==> src/rtl/pc_unit_pkg.sv <==
// Shared defaults and next-PC select encoding for the fetch PC unit.
package pc_unit_pkg;

  localparam int PC_W_DEFAULT = 48;
  localparam logic [PC_W_DEFAULT-1:0] RESET_PC_DEFAULT = '0;

  typedef enum logic [2:0] {
    SEL_BR,
    SEL_RET,
    SEL_HOLD,
    SEL_RAS,
    SEL_PRED
  } next_sel_e;

endpackage

==> src/rtl/pc_unit_ras_stack.sv <==
// Circular return-address stack: combinational top read, saturating count,
// oldest entry silently overwritten when a push arrives while full.
module pc_unit_ras_stack
  import pc_unit_pkg::*;
#(
  parameter int PC_W      = PC_W_DEFAULT,
  parameter int RAS_DEPTH = 8,
  parameter int RAS_PTR_W = 3
) (
  input  logic            clk,
  input  logic            rst,
  input  logic            push,
  input  logic            pop,
  input  logic [PC_W-1:0] push_addr,
  output logic [PC_W-1:0] top_addr,
  output logic            empty,
  output logic            full
);

  localparam logic [RAS_PTR_W:0] DEPTH_CNT = (RAS_PTR_W + 1)'(RAS_DEPTH);

  logic [PC_W-1:0]      mem [RAS_DEPTH];
  logic [RAS_PTR_W-1:0] top_reg;
  logic [RAS_PTR_W-1:0] top_inc;
  logic [RAS_PTR_W-1:0] top_dec;
  logic [RAS_PTR_W:0]   count_reg;

  assign top_inc  = top_reg + RAS_PTR_W'(1);
  assign top_dec  = top_reg - RAS_PTR_W'(1);
  assign empty    = (count_reg == '0);
  assign full     = (count_reg == DEPTH_CNT);
  assign top_addr = mem[top_reg];

  // Storage has no reset so it can map onto plain distributed RAM.
  always_ff @(posedge clk) begin
    if (push) begin
      mem[top_inc] <= push_addr;
    end
  end

  always_ff @(posedge clk or negedge rst) begin
    if (!rst) begin
      top_reg   <= '0;
      count_reg <= '0;
    end else if (push) begin
      top_reg <= top_inc;
      if (!full) begin
        count_reg <= count_reg + (RAS_PTR_W + 1)'(1);
      end
    end else if (pop && !empty) begin
      top_reg   <= top_dec;
      count_reg <= count_reg - (RAS_PTR_W + 1)'(1);
    end
  end

endmodule

==> src/rtl/pc_unit.sv <==
// Fetch PC register with prioritised next-PC selection, valid flag and a
// return-address stack whose overflow/underflow are latched as sticky errors.
module pc_unit
  import pc_unit_pkg::*;
#(
  parameter int              PC_W      = PC_W_DEFAULT,
  parameter logic [PC_W-1:0] RESET_PC  = PC_W'(RESET_PC_DEFAULT),
  parameter int              RAS_DEPTH = 8,
  parameter int              RAS_PTR_W = 3
) (
  input  logic            clk,
  input  logic            rst,
  input  logic            stall_i,
  input  logic [PC_W-1:0] pred_pc_i,
  input  logic            is_call_i,
  input  logic [PC_W-1:0] call_ret_addr_i,
  input  logic            is_ret_i,
  input  logic            br_mispredict_i,
  input  logic [PC_W-1:0] br_pc_i,
  input  logic            ret_mispredict_i,
  input  logic [PC_W-1:0] ret_pc_i,
  output logic [PC_W-1:0] pc_o,
  output logic            pc_valid_o,
  output logic            ras_empty_o,
  output logic            ras_full_o,
  output logic [1:0]      ras_err_o
);

  next_sel_e       sel;
  logic            push;
  logic            pop;
  logic            underflow;
  logic [PC_W-1:0] ras_top;
  logic [PC_W-1:0] pc_next;
  logic [PC_W-1:0] pc_reg;
  logic            valid_reg;
  logic [1:0]      err_reg;

  pc_unit_ras_stack #(
    .PC_W      (PC_W),
    .RAS_DEPTH (RAS_DEPTH),
    .RAS_PTR_W (RAS_PTR_W)
  ) u_ras (
    .clk       (clk),
    .rst       (rst),
    .push      (push),
    .pop       (pop),
    .push_addr (call_ret_addr_i),
    .top_addr  (ras_top),
    .empty     (ras_empty_o),
    .full      (ras_full_o)
  );

  // Redirects beat stall; a call beats a simultaneous (illegal) ret.
  always_comb begin
    sel       = SEL_PRED;
    push      = 1'b0;
    pop       = 1'b0;
    underflow = 1'b0;
    if (!valid_reg) begin
      sel = SEL_HOLD;
    end else if (br_mispredict_i) begin
      sel = SEL_BR;
    end else if (ret_mispredict_i) begin
      sel = SEL_RET;
    end else if (stall_i) begin
      sel = SEL_HOLD;
    end else if (is_call_i) begin
      push = 1'b1;
    end else if (is_ret_i) begin
      if (!ras_empty_o) begin
        sel = SEL_RAS;
        pop = 1'b1;
      end else begin
        underflow = 1'b1;
      end
    end
  end

  always_comb begin
    pc_next = pred_pc_i;
    case (sel)
      SEL_BR:   pc_next = br_pc_i;
      SEL_RET:  pc_next = ret_pc_i;
      SEL_HOLD: pc_next = pc_reg;
      SEL_RAS:  pc_next = ras_top;
      default:  pc_next = pred_pc_i;
    endcase
  end

  always_ff @(posedge clk or negedge rst) begin
    if (!rst) begin
      pc_reg    <= RESET_PC;
      valid_reg <= 1'b0;
      err_reg   <= 2'b00;
    end else begin
      pc_reg    <= pc_next;
      valid_reg <= 1'b1;
      err_reg   <= err_reg | {underflow, push & ras_full_o};
    end
  end

  assign pc_o       = pc_reg;
  assign pc_valid_o = valid_reg;
  assign ras_err_o  = err_reg;

endmodule
==> config.mk <==
export PLATFORM = sky130hd
export DESIGN_NAME = pc_unit
export DESIGN_NICKNAME = d
export VERILOG_FILES = /design/src/rtl/pc_unit_pkg.sv /design/src/rtl/pc_unit_ras_stack.sv /design/src/rtl/pc_unit.sv
export SDC_FILE = /design/constraint.sdc
export NUM_CORES = 1
export LEC_CHECK = 0
export ABC_AREA = 1
export CAP_MARGIN = 20
export CORE_ASPECT_RATIO = 0.9
export CORE_MARGIN = 1.5
export CORE_UTILIZATION = 64
export CTS_CLUSTER_DIAMETER = 150
export DETAILED_ROUTE_END_ITERATION = 12
export DONT_BUFFER_PORTS = 1
export PLACE_DENSITY = 0.8
export REMOVE_ABC_BUFFERS = 1
export SLEW_MARGIN = 15
export SYNTH_ARGS = -nofsm -noshare
export SYNTH_HDL_FRONTEND = slang
export SYNTH_SLANG_ARGS = --single-unit
==> constraint.sdc <==
create_clock -name clk -period 5.3 [get_ports clk]
set_input_delay 0.53 -clock clk [delete_from_list [all_inputs] [get_ports clk]]
set_output_delay 0.53 -clock clk [all_outputs]
set_load 0.02 [all_outputs]
Word-level counts from Yosys, hierarchy flattened
Memories as Yosys holds them, arrays and structs flattened.
Index checks and enable logic that the tools add are counted.
{ "word_totals": {"register_bits": 58, "ram_bits": 384, "input_bits": 199, "output_inout_bits": 53, "word_cells": 57, "n_memories": 1} }
{ "classes": {"n_addsub": 4, "eq_ne": 5, "n_mux": 34, "n_bitwise": 2, "n_reduce_logical": 6} }
{ "memory_table": {"columns": ["memory", "words", "word_bits", "rd", "rd_ports_with_merged_regs", "wr", "line", "rtl"], "rows": [
  ["u_ras.mem", 8, 48, 1, 0, 1, "pc_unit_ras_stack.sv:22", "logic [PC_W-1:0] mem [RAS_DEPTH];"]
]} }
{ "ops": {"columns": ["operator", "count"], "rows": [
  ["48-bit case mux with 4 select lines", 1],
  ["3-bit 2-to-1 mux", 9],
  ["1-bit 2-to-1 mux", 21],
  ["4-bit 2-to-1 mux", 3],
  ["3-bit by 2-bit == test with 1-bit output, second input constant", 2],
  ["4-bit by 1-bit adder with 4-bit output, second input constant", 1],
  ["4-bit == test, second input constant", 1],
  ["4-bit zero test", 1],
  ["4-bit by 1-bit subtractor with 4-bit output, second input constant", 1],
  ["3-bit by 1-bit adder with 3-bit output, second input constant", 1],
  ["3-bit by 1-bit == test with 1-bit output, second input constant", 1],
  ["3-bit zero test", 1],
  ["3-bit by 1-bit subtractor with 3-bit output, second input constant", 1],
  ["2-bit != test, second input constant", 1],
  ["2-bit bitwise OR", 1],
  ["2-bit AND reduction", 1],
  ["2-bit nonzero test", 1],
  ["1-bit AND", 1],
  ["1-bit logical AND", 1],
  ["1-bit zero test", 1]
]} }

Logic depth before layout (Yosys ltp)
Gate-level depths: netlist of the first run.
{ "depth": {"word_depth": 11, "depth_mapped": 12} }

Modules after synthesis
From an unflattened synthesis of the first run, not the netlist that was laid out.
{ "unflattened": {"cells_unflattened": 1931, "hier_area_um2": 19528.7} }
{ "modules_own_cells": {"columns": ["module", "instances", "cells_per_inst", "area_per_inst_um2", "seq_area_each_um2"], "rows": [
  ["pc_unit_ras_stack", 1, 1365, 15822.7, 11706.2],
  ["pc_unit", 1, 566, 3706.1, 1276.2]
]} }

Worst setup path before layout of the first run
Ideal clock, no wire load.
{ "synth_timing": {"path_type": "register to register", "from": "register u_ras.top_reg[0]", "to": "memory u_ras.mem[0][0] in the netlist's numbering (enable)", "t_arrival_ns": 3.422, "required_time_ns": 4.846, "path_slack_ns": 1.424, "path_stages_with_launch": 9, "path_buffers": 3, "period_less_slack_ns": 3.876, "path_cell_list": "dfrtp_1 buf_2 inv_2 buf_2 clkbuf_1 ha_1 inv_1 nand2_1 nor2_1"} }
{ "synth_via": {"elab_chain_cells": 1} }
{ "synth_lines": {"columns": ["element", "line", "rtl"], "rows": [
  ["from (decl)", "pc_unit_ras_stack.sv:23", "logic [RAS_PTR_W-1:0] top_reg;"],
  ["from (signal assigned)", "pc_unit_ras_stack.sv:46", "top_reg <= top_inc;"],
  ["from (signal assigned)", "pc_unit_ras_stack.sv:51", "top_reg <= top_dec;"],
  ["3-bit by 1-bit adder with 3-bit output", "pc_unit_ras_stack.sv:28", "assign top_inc = top_reg + RAS_PTR_W'(1);"],
  ["to (decl)", "pc_unit_ras_stack.sv:22", null]
]} }
Every way passes these cells.

Final worst setup path of the first run
{ "layout_timing": {"from": "register u_ras.top_reg[0]", "to": "memory u_ras.mem[0][47] in the netlist's numbering (enable)"} }
Same word-level chain as after synthesis.

==> flow_summary.yaml, run 1 <==
global_routing:
  grt-ovfl-total: 0
  grt_pass1_wl_um: 75200
  grtUsageTotal: 0.307
  grt_pass1_vias: 13800
  antenna_found_initial: 0
  grt_max_degree: 108
clock_network:
  numCtsBuffers: 44
  cts.sinks: 442
  cts_tree: "yes"
  cts_setup_buffers: 0
  clkTransAtPathRegs_ns: 0.06
  clock_path_buffers: 3
  clock_latency_ns: 0.54
  clockRootBuffer: "clkbuf_16"
  htreeDepth: 2
setup_path:
  cp_slowest_cell: "nor2_4"
  r2r-start: "u_ras.top_reg[0]"
  criticalPathCategory: "flop to flop"
  reg2reg_to: "u_ras.mem[0][47]"
  cp.required_ns: 5.49
  cpPeakStageDelay_ns: 0.76
  end_kind: "flop"
  cp-start-kind: "flop"
  reg2reg_slack_ns: 2.00
  r2r_cells: 6
  path_cells: "inv_4, ha_1, inv_1, nand2_1, nor2_4, buf_4"
  critPathMaxFanout: 55
  worst_ep_arrival_time_ns: 3.49
sta:
  rsz0062_at_grt: "false"
  finalSetupViolCount: 0
  drv_slew: 0
  setup_tns_ns: 0
  max_freq_ghz: 0.303
  fin_worst_skew_ns: 0.0246
  post-route-period-util: 0.623
  min_period_ns: 3.30
  tightest_slew_ns: 1.08
  slew_headroom: 0.278
  finalHoldViolations: 0
finish:
  largest_reg_flops: 384
  final_common_cell: "nor2_1"
  drive_above_1_share: 0.0604
  antennaDiodeCount: 0
  finalInstanceArea_um2: 21200
  layout.nets: 2107
  mostFrequentLayoutCells: "nor2_1, edfxtp_1, nand2_1"
  fin_util: 0.711
  area_delta_synth_final_pct: 9.41
routing:
  postRouteAntennaNets: 0
  drt-vias-per-instance: 5.96
  wl_met2_um: 23800
  drt_iter0_drc: 1623
  top_layer_used: "met4"
  wl_met1_um: 19200
  wl_um: 48400
  drc: 0
  wl_met3_um: 4700
  firstDrtPassIters: 8
  wl_per_cell_um: 20.7
  num_vias: 13900
yosys:
  yosysTopAreaCell: "edfxtp_1"
  synth_cells: 1947
  seq_area_frac_synth: 0.669
  synth_area_leaders: "edfxtp_1, nor2_1, dfrtp_1, nand2_1, nand3_1"
  ys_seq_elements: 442
  synth.top_cell.area_share: 0.594
  ys_warn_count: 0
  yosysUniqueCellTypes: 28
  syn_area_per_cell_um2: 9.97
  synth_area_um2: 19400
power:
  p_total_mw: 9.79
  ir_worst_vdd_mv: 0.321
  p_leak_nw: 8.23
  p_per_area_nw_per_um2: 461
floorplan:
  start_util: 0.650
  die_area_um2: 31400
  io-pin-count: 252
  coreArea_um2: 29900
  dieHeight_um: 168
  die_width_um: 187
  rows: 60
placed_design:
  hpwl_um: 27200
  gp_congestion: 0.784
  placed_cell_area_um2: 19700
  portBuffers: 0
flow_run:
  cap_violations: 0
worst_hold_path:
  min_from: "call_ret_addr_i[18]"
  hp-class: "input pin to flop"
  min_path_cells: 0
  holdPathEnd: "u_ras.mem[0][18]"
outcome:
  status: "finished clean"
Yosys cell counts:
| cell type | instances |
|---|---|
| inv_2 | 3 |
| or2_2 | 1 |
| nor2_2 | 2 |
| fa_1 | 1 |
| xor2_1 | 4 |
| ha_1 | 4 |
| nand4_1 | 48 |
| buf_4 | 5 |
| buf_2 | 64 |
| a21oi_1 | 2 |
| conb_1 | 1 |
| nor2_4 | 1 |
| a31o_2 | 1 |
| a31oi_2 | 1 |
| xnor2_1 | 2 |
| edfxtp_1 | 384 |
| buf_1 | 7 |
| nand3b_1 | 1 |
| inv_1 | 111 |
| o21ai_0 | 148 |
| nand3_2 | 1 |
| dfrtp_1 | 58 |
| o21ai_1 | 1 |
| o21bai_1 | 1 |
| nand3_1 | 196 |
| nor2_1 | 540 |
| clkbuf_1 | 44 |
| nand2_1 | 315 |
cells by family after synthesis:
group	count (synthesis)	synth area share
xor+xnor	6	0.00271
fa+ha+maj	5	0.00361
other cells	1	0.000193
compound gates	154	0.0404
simple gates	1105	0.234
buf+inv	234	0.0503
flops	442	0.669
routing by layer:
metal | vias to the layer above | track usage
li1 | 6415 | -
met1 | 6689 | 0.411
met2 | 759 | 0.526
met3 | 78 | 0.0529
met4 | 0 | 0.0824
met5 | - | 0
power breakdown:
part	internal (mW)	switching, mW	total, mW
combinational	0.822	1.86	2.68
sequential	3.92	0.200	4.12
clock	1.73	1.27	2.99
stage by stage:
step / hold slack [ns] / setup slack [ns] / std cells
floorplan: 0.234 / -4.09 / 1827
global placement: 0.236 / 1.72 / 2251
detailed placement: 0.236 / 1.63 / 2252
CTS: 0.0697 / 1.64 / 2334
global route: 0.0706 / 1.83 / 2340
finish: 0.0819 / 2.00 / 2340
critical path, delay by kind of cell, from the launching register on:
family                     cells  cell delay [ns]
adders and majority gates      1             0.39
and+or+nand+nor                2             0.92
DFF                            1             0.58
buffers and inverters          3             1.04
area by class of cell:
cell class	instances	area, um^2
Tap cell	403	504
Clock buffer	63	1240
Multi-Input combinational cell	1271	5550
Sequential cell	442	13000
Fill cell	2054	8640
Timing Repair Buffer	30	380
Clock inverter	17	130
Inverter	114	432
worst max path at each step:
stage	slack [ns]	from	cells after the start	end
after floorplan	-4.09	u_ras.top_reg[0]	5	u_ras.mem[1][0]
after global placement	1.72	u_ras.top_reg[0]	4	u_ras.mem[2][16]
after detailed placement	1.63	u_ras.top_reg[0]	4	u_ras.mem[2][38]
after CTS	1.64	u_ras.top_reg[0]	4	u_ras.mem[2][43]
after global routing	1.83	u_ras.top_reg[0]	5	u_ras.mem[2][7]
final	2.00	u_ras.top_reg[0]	6	u_ras.mem[0][47]
what timing repair did:
| action | in CTS | in global routing |
|---|---|---|
| gates resized for setup | 0 | 0 |
| hold buffers | 2 | 0 |
| hold endpoints to repair | 58 | 0 |
(Power assumes the default switching activity.)
==> run 2: changes to the inputs <==
==> constraint.sdc (replaced) <==
create_clock -name clk -period 3.2 [get_ports clk]
set_input_delay 0.32 -clock clk [delete_from_list [all_inputs] [get_ports clk]]
set_output_delay 0.32 -clock clk [all_outputs]
set_load 0.02 [all_outputs]
==> flow_summary.yaml, run 2 (synthesis results as in run 1) <==
setup_path:
  critPathMaxFanout: 50
  cp-start-kind: "flop"
  cp_common_cell: "nor2_1"
  reg2reg_slack_ns: 0.61
  cp_top_family: "buffers and inverters"
  worst_ep_arrival_time_ns: 3.03
  cpPeakStageDelay_ns: 0.57
  path_cells: "inv_1, nor2_4, buf_4, nand2_2, buf_12, nand3_1, nand2_1, nor2_1, nor2_1"
  cp_slowest_cell: "buf_4"
  end_kind: "flop"
  criticalPathCategory: "flop to flop"
  cp.required_ns: 3.64
  cp.buffers_inverters: 3
sta:
  min_period_ns: 2.59
  post-route-period-util: 0.811
  finalHoldViolations: 0
  slew_headroom: 0.347
  rsz0062_at_grt: "false"
  setup_tns_ns: 0
  whs_ns: 0.0150
  finalSetupViolCount: 0
  max_freq_ghz: 0.385
  drv_slew: 0
  fin_worst_skew_ns: 0.0271
  fin_ws_ns: 0.606
  tightest_slew_ns: 0.979
finish:
  area_delta_synth_final_pct: 12.8
  fill_cells: 1928
  multiInputGateArea_um2: 5550
  finalInstanceArea_um2: 21900
  mostFrequentLayoutCells: "nor2_1, edfxtp_1, nand2_1"
  final_common_cell: "nor2_1"
  final-seq-area_um2: 13000
  drive_above_1_share: 0.0650
  largest_reg_flops: 384
  layout.nets: 2167
placed_design:
  pre_cts_ws_ns: 0.645
  placed_cell_area_um2: 19900
  portBuffers: 0
  gp_congestion: 0.784
  hpwl_um: 26300
clock_network:
  clock_latency_ns: 0.56
  clock_path_buffers: 3
  htreeDepth: 2
  cts-hold-fix-buffers: 51
  cts_setup_buffers: 0
  clockRootBuffer: "clkbuf_16"
  cts_tree: "yes"
  clkTransAtPathRegs_ns: 0.06
  numCtsBuffers: 44
  cts_resized: 0
  cts.sinks: 442
routing:
  wl_um: 47100
  drc: 0
  postRouteAntennaNets: 0
  drt_iter0_drc: 1752
  wl_met1_um: 19000
  top_layer_used: "met5"
  drt-vias-per-instance: 5.83
  num_vias: 14000
  firstDrtPassIters: 5
  wl_met2_um: 22500
  wl_met3_um: 4660
  wl_per_cell_um: 19.6
power:
  p_total_mw: 16.4
  p_leak_nw: 8.52
  ir_worst_vdd_mv: 0.722
  p_per_area_nw_per_um2: 749
global_routing:
  grtUsageTotal: 0.302
  grt_pass1_wl_um: 73500
  antenna_found_initial: 5
  grt_pass1_vias: 13900
  grt-ovfl-total: 0
  grt_max_degree: 97
floorplan:
  io-pin-count: 252
  dieHeight_um: 168
  die_width_um: 187
  coreArea_um2: 29900
  rows: 60
  die_area_um2: 31400
  start_util: 0.650
outcome:
  status: "finished clean"
worst_hold_path:
  hp-class: "input pin to flop"
flow_run:
  cap_violations: 0
==> run 2: cell count changes in the layout (fill, tap and decap cells not counted), moves of 3 or more <==
cell           delta
diode_2           +4
clkbuf_1          -6
buf_16            -5
bufinv_16         +3
clkinv_1          +6
buf_4             +8
clkbuf_8          -4
buf_12            +8
dlygate4sd3_1    +49
==> run 2: final timing paths <==
kind | start | endpoint | cells past startpoint
hold / removal | pred_pc_i[37] | pc_o[37] | 4
hold reg to reg | u_ras.count_reg[3] | u_ras.count_reg[3] | 2
max in group asynchronous | rst | u_ras.top_reg[0] | 2
setup / recovery | pc_valid_o | pc_o[10] | 9
setup reg to reg | pc_valid_o | pc_o[10] | 9
min in group asynchronous | rst | pc_o[35] | 2
==> run 2: cell type report <==
type | instances | area share
antenna | 4 | 0.000457
clock buffer | 54 | 0.0544
clock inverter | 28 | 0.0121
inverter | 114 | 0.0197
multi-input combinational | 1271 | 0.254
sequential | 442 | 0.593
tap | 403 | 0.0230
timing repair buffer | 90 | 0.0435
==> run 2: tightest hold or removal path, delay by kind of cell <==
family / cells / cell delay, ns
simple gates: 4 / 0.21
==> run 2: through the flow <==
step	instances	utilization
after global routing	2406	0.733
after floorplan	1827	-
final	2406	0.733
after CTS	2401	0.732
after detailed placement	2268	0.665
after global placement	2268	0.665
==> run 2: metal layers <==
layer | vias to the layer above | GRT usage
met5 | - | 0
met4 | 2 | 0.104
met3 | 87 | 0.0580
met2 | 736 | 0.493
met1 | 6639 | 0.413
li1 | 6557 | -
==> run 2: power by group <==
part | switching, mW | leakage [nW] | total, mW | internal, mW
Sequential | 0.349 | 4.09 | 6.83 | 6.48
Combinational | 3.03 | 3.72 | 4.39 | 1.36
Clock | 2.13 | 0.718 | 5.18 | 3.05
==> run 3: changes to the inputs <==
==> constraint.sdc (replaced) <==
create_clock -name clk -period 2.4 [get_ports clk]
set_input_delay 0.24 -clock clk [delete_from_list [all_inputs] [get_ports clk]]
set_output_delay 0.24 -clock clk [all_outputs]
set_load 0.02 [all_outputs]
==> flow_summary.yaml, run 3 (synthesis results as in run 1) <==
clock_network:
  clkTransAtPathRegs_ns: 0.06
  cts.sinks: 442
  cts_tree: "yes"
  clock_path_buffers: 3
  clock_latency_ns: 0.56
  htreeDepth: 2
  numCtsBuffers: 43
  clockRootBuffer: "clkbuf_16"
floorplan:
  die_width_um: 187
  rows: 60
  start_util: 0.650
  io-pin-count: 252
  coreArea_um2: 29900
  dieHeight_um: 168
  die_area_um2: 31400
sta:
  fin_ws_ns: 0.114
  post-route-period-util: 0.952
  tightest_slew_ns: 0.953
  drv_slew: 0
  fin_worst_skew_ns: 0.0286
  finalHoldViolations: 1
  finalSetupViolCount: 0
  max_freq_ghz: 0.438
  setup_tns_ns: 0
  slew_headroom: 0.364
  whs_ns: -0.00205
  rsz0062_at_grt: "false"
  min_period_ns: 2.29
placed_design:
  pre_cts_ws_ns: 0.167
  gp_congestion: 0.828
  portBuffers: 0
  hpwl_um: 27400
power:
  p_per_area_nw_per_um2: 956
  p_switching_mw: 7.56
  p_leak_nw: 8.93
  ir_worst_vdd_mv: 0.869
  pwr-share-seq: 0.411
  clkPwrFrac: 0.301
  internal_power_mw: 14.3
  sw_frac_of_total: 0.345
  comb_power_share: 0.288
routing:
  drt-vias-per-instance: 5.98
  num_vias: 15000
  wl_per_cell_um: 20.7
  drt_iter0_drc: 1865
  postRouteAntennaNets: 0
  drc: 0
  firstDrtPassIters: 6
  wl_um: 52100
setup_path:
  cpPeakStageDelay_ns: 0.48
  cp_common_cell: "buf_4"
  cp-start-kind: "flop"
  cp.required_ns: 2.84
  end_kind: "flop"
  critPathMaxFanout: 29
  path_cells: "inv_1, nor2_4, buf_4, buf_4, nand2_2, buf_4, nand3_1, nand2_1, nor2_1, nor2_1"
  criticalPathCategory: "flop to flop"
  cp_slowest_cell: "buf_4"
  worst_ep_arrival_time_ns: 2.73
outcome:
  violations: "hold timing"
  status: "complete, but fails checks"
global_routing:
  grtUsageTotal: 0.331
  antenna_found_initial: 4
  grt-ovfl-total: 0
  grt_pass1_wl_um: 80400
  grt_pass1_vias: 14900
  grt_max_degree: 146
worst_hold_path:
  hp-class: "input pin to flop"
finish:
  final_common_cell: "nor2_1"
  drive_above_1_share: 0.0637
  largest_reg_flops: 384
  layout.nets: 2274
  fill_cells: 1730
  mostFrequentLayoutCells: "nor2_1, edfxtp_1, nand2_1"
  area_delta_synth_final_pct: 18.1
flow_run:
  cap_violations: 0
[run 3: cell types whose count changed in the layout (fill, tap and decap cells not counted), sizes merged]
cell         change
buf              +8
bufinv           -2
clkbuf           +4
clkinv           -5
clkinvlp         +1
diode            -1
dlygate4sd3    +100
[run 3: worst paths after layout]
kind / from / endpoint / slack, ns / cells after the start
worst max-delay path: pc_valid_o / pc_o[44] / 0.11 / 10
worst min-delay path: ret_pc_i[21] / pc_o[21] / -0.002 / 4
worst max register to register: pc_valid_o / pc_o[44] / 0.11 / 10
worst min register to register: u_ras.count_reg[3] / u_ras.count_reg[3] / 0.54 / 2
max in group asynchronous: rst / pc_o[24] / 1.78 / 2
min in group asynchronous: rst / pc_o[14] / 0.31 / 2
[run 3: power groups by stage]
stage                     clock network [mW]  logic, mW  registers (mW)
after global placement                     0       5.48            9.14
after global routing                    6.87       6.96            9.02
final                                   6.59       6.31            9.00
after CTS                               6.58       6.13            8.99
after detailed placement                   0       5.74            9.15
after floorplan                            0       3.06            9.52
[run 3: final cells by class]
class                           instances  area (um^2)  share of cell area
Inverter                              114          432              0.0188
Multi-Input combinational cell       1271         5550               0.242
Timing Repair Buffer                  198         2080              0.0907
Tap cell                              403          504              0.0220
Antenna cell                            3         7.51            0.000328
Clock buffer                           58         1150              0.0503
Clock inverter                         22          194             0.00846
Sequential cell                       442        13000               0.567
[run 3: critical path: cells and delay by family (launching register included)]
family	cells	cell delay, ns
buffers and inverters	4	1.16
AND/OR/NAND/NOR	6	0.64
flip-flops	1	0.36
[run 3: per-stage QoR]
stage	instance area, um^2	std cells	utilization	hold WS, ns	total power, mW
final	22900	2511	0.767	-0.00205	21.9
after global routing	22900	2510	0.767	0.0264	22.9
after CTS	22900	2508	0.766	0.000641	21.7
after detailed placement	20000	2277	0.670	-0.0539	14.9
after global placement	20000	2277	0.670	-0.0541	14.6
after floorplan	18900	1827	-	-0.0556	12.6
[run 3: per-layer routing]
layer | track usage | part of all wire
met1 | 0.436 | 0.38
met2 | 0.552 | 0.49
met3 | 0.0607 | 0.10
met4 | 0.127 | 0.030
met5 | 0 | 0.00052
[run 3: what timing repair did]
action,4_1_cts,5_1_grt
resized for setup,0,1
endpoints found under the setup margin,0,87
hold endpoints to repair,491,0
hold buffers,151,0
setup buffers,0,0
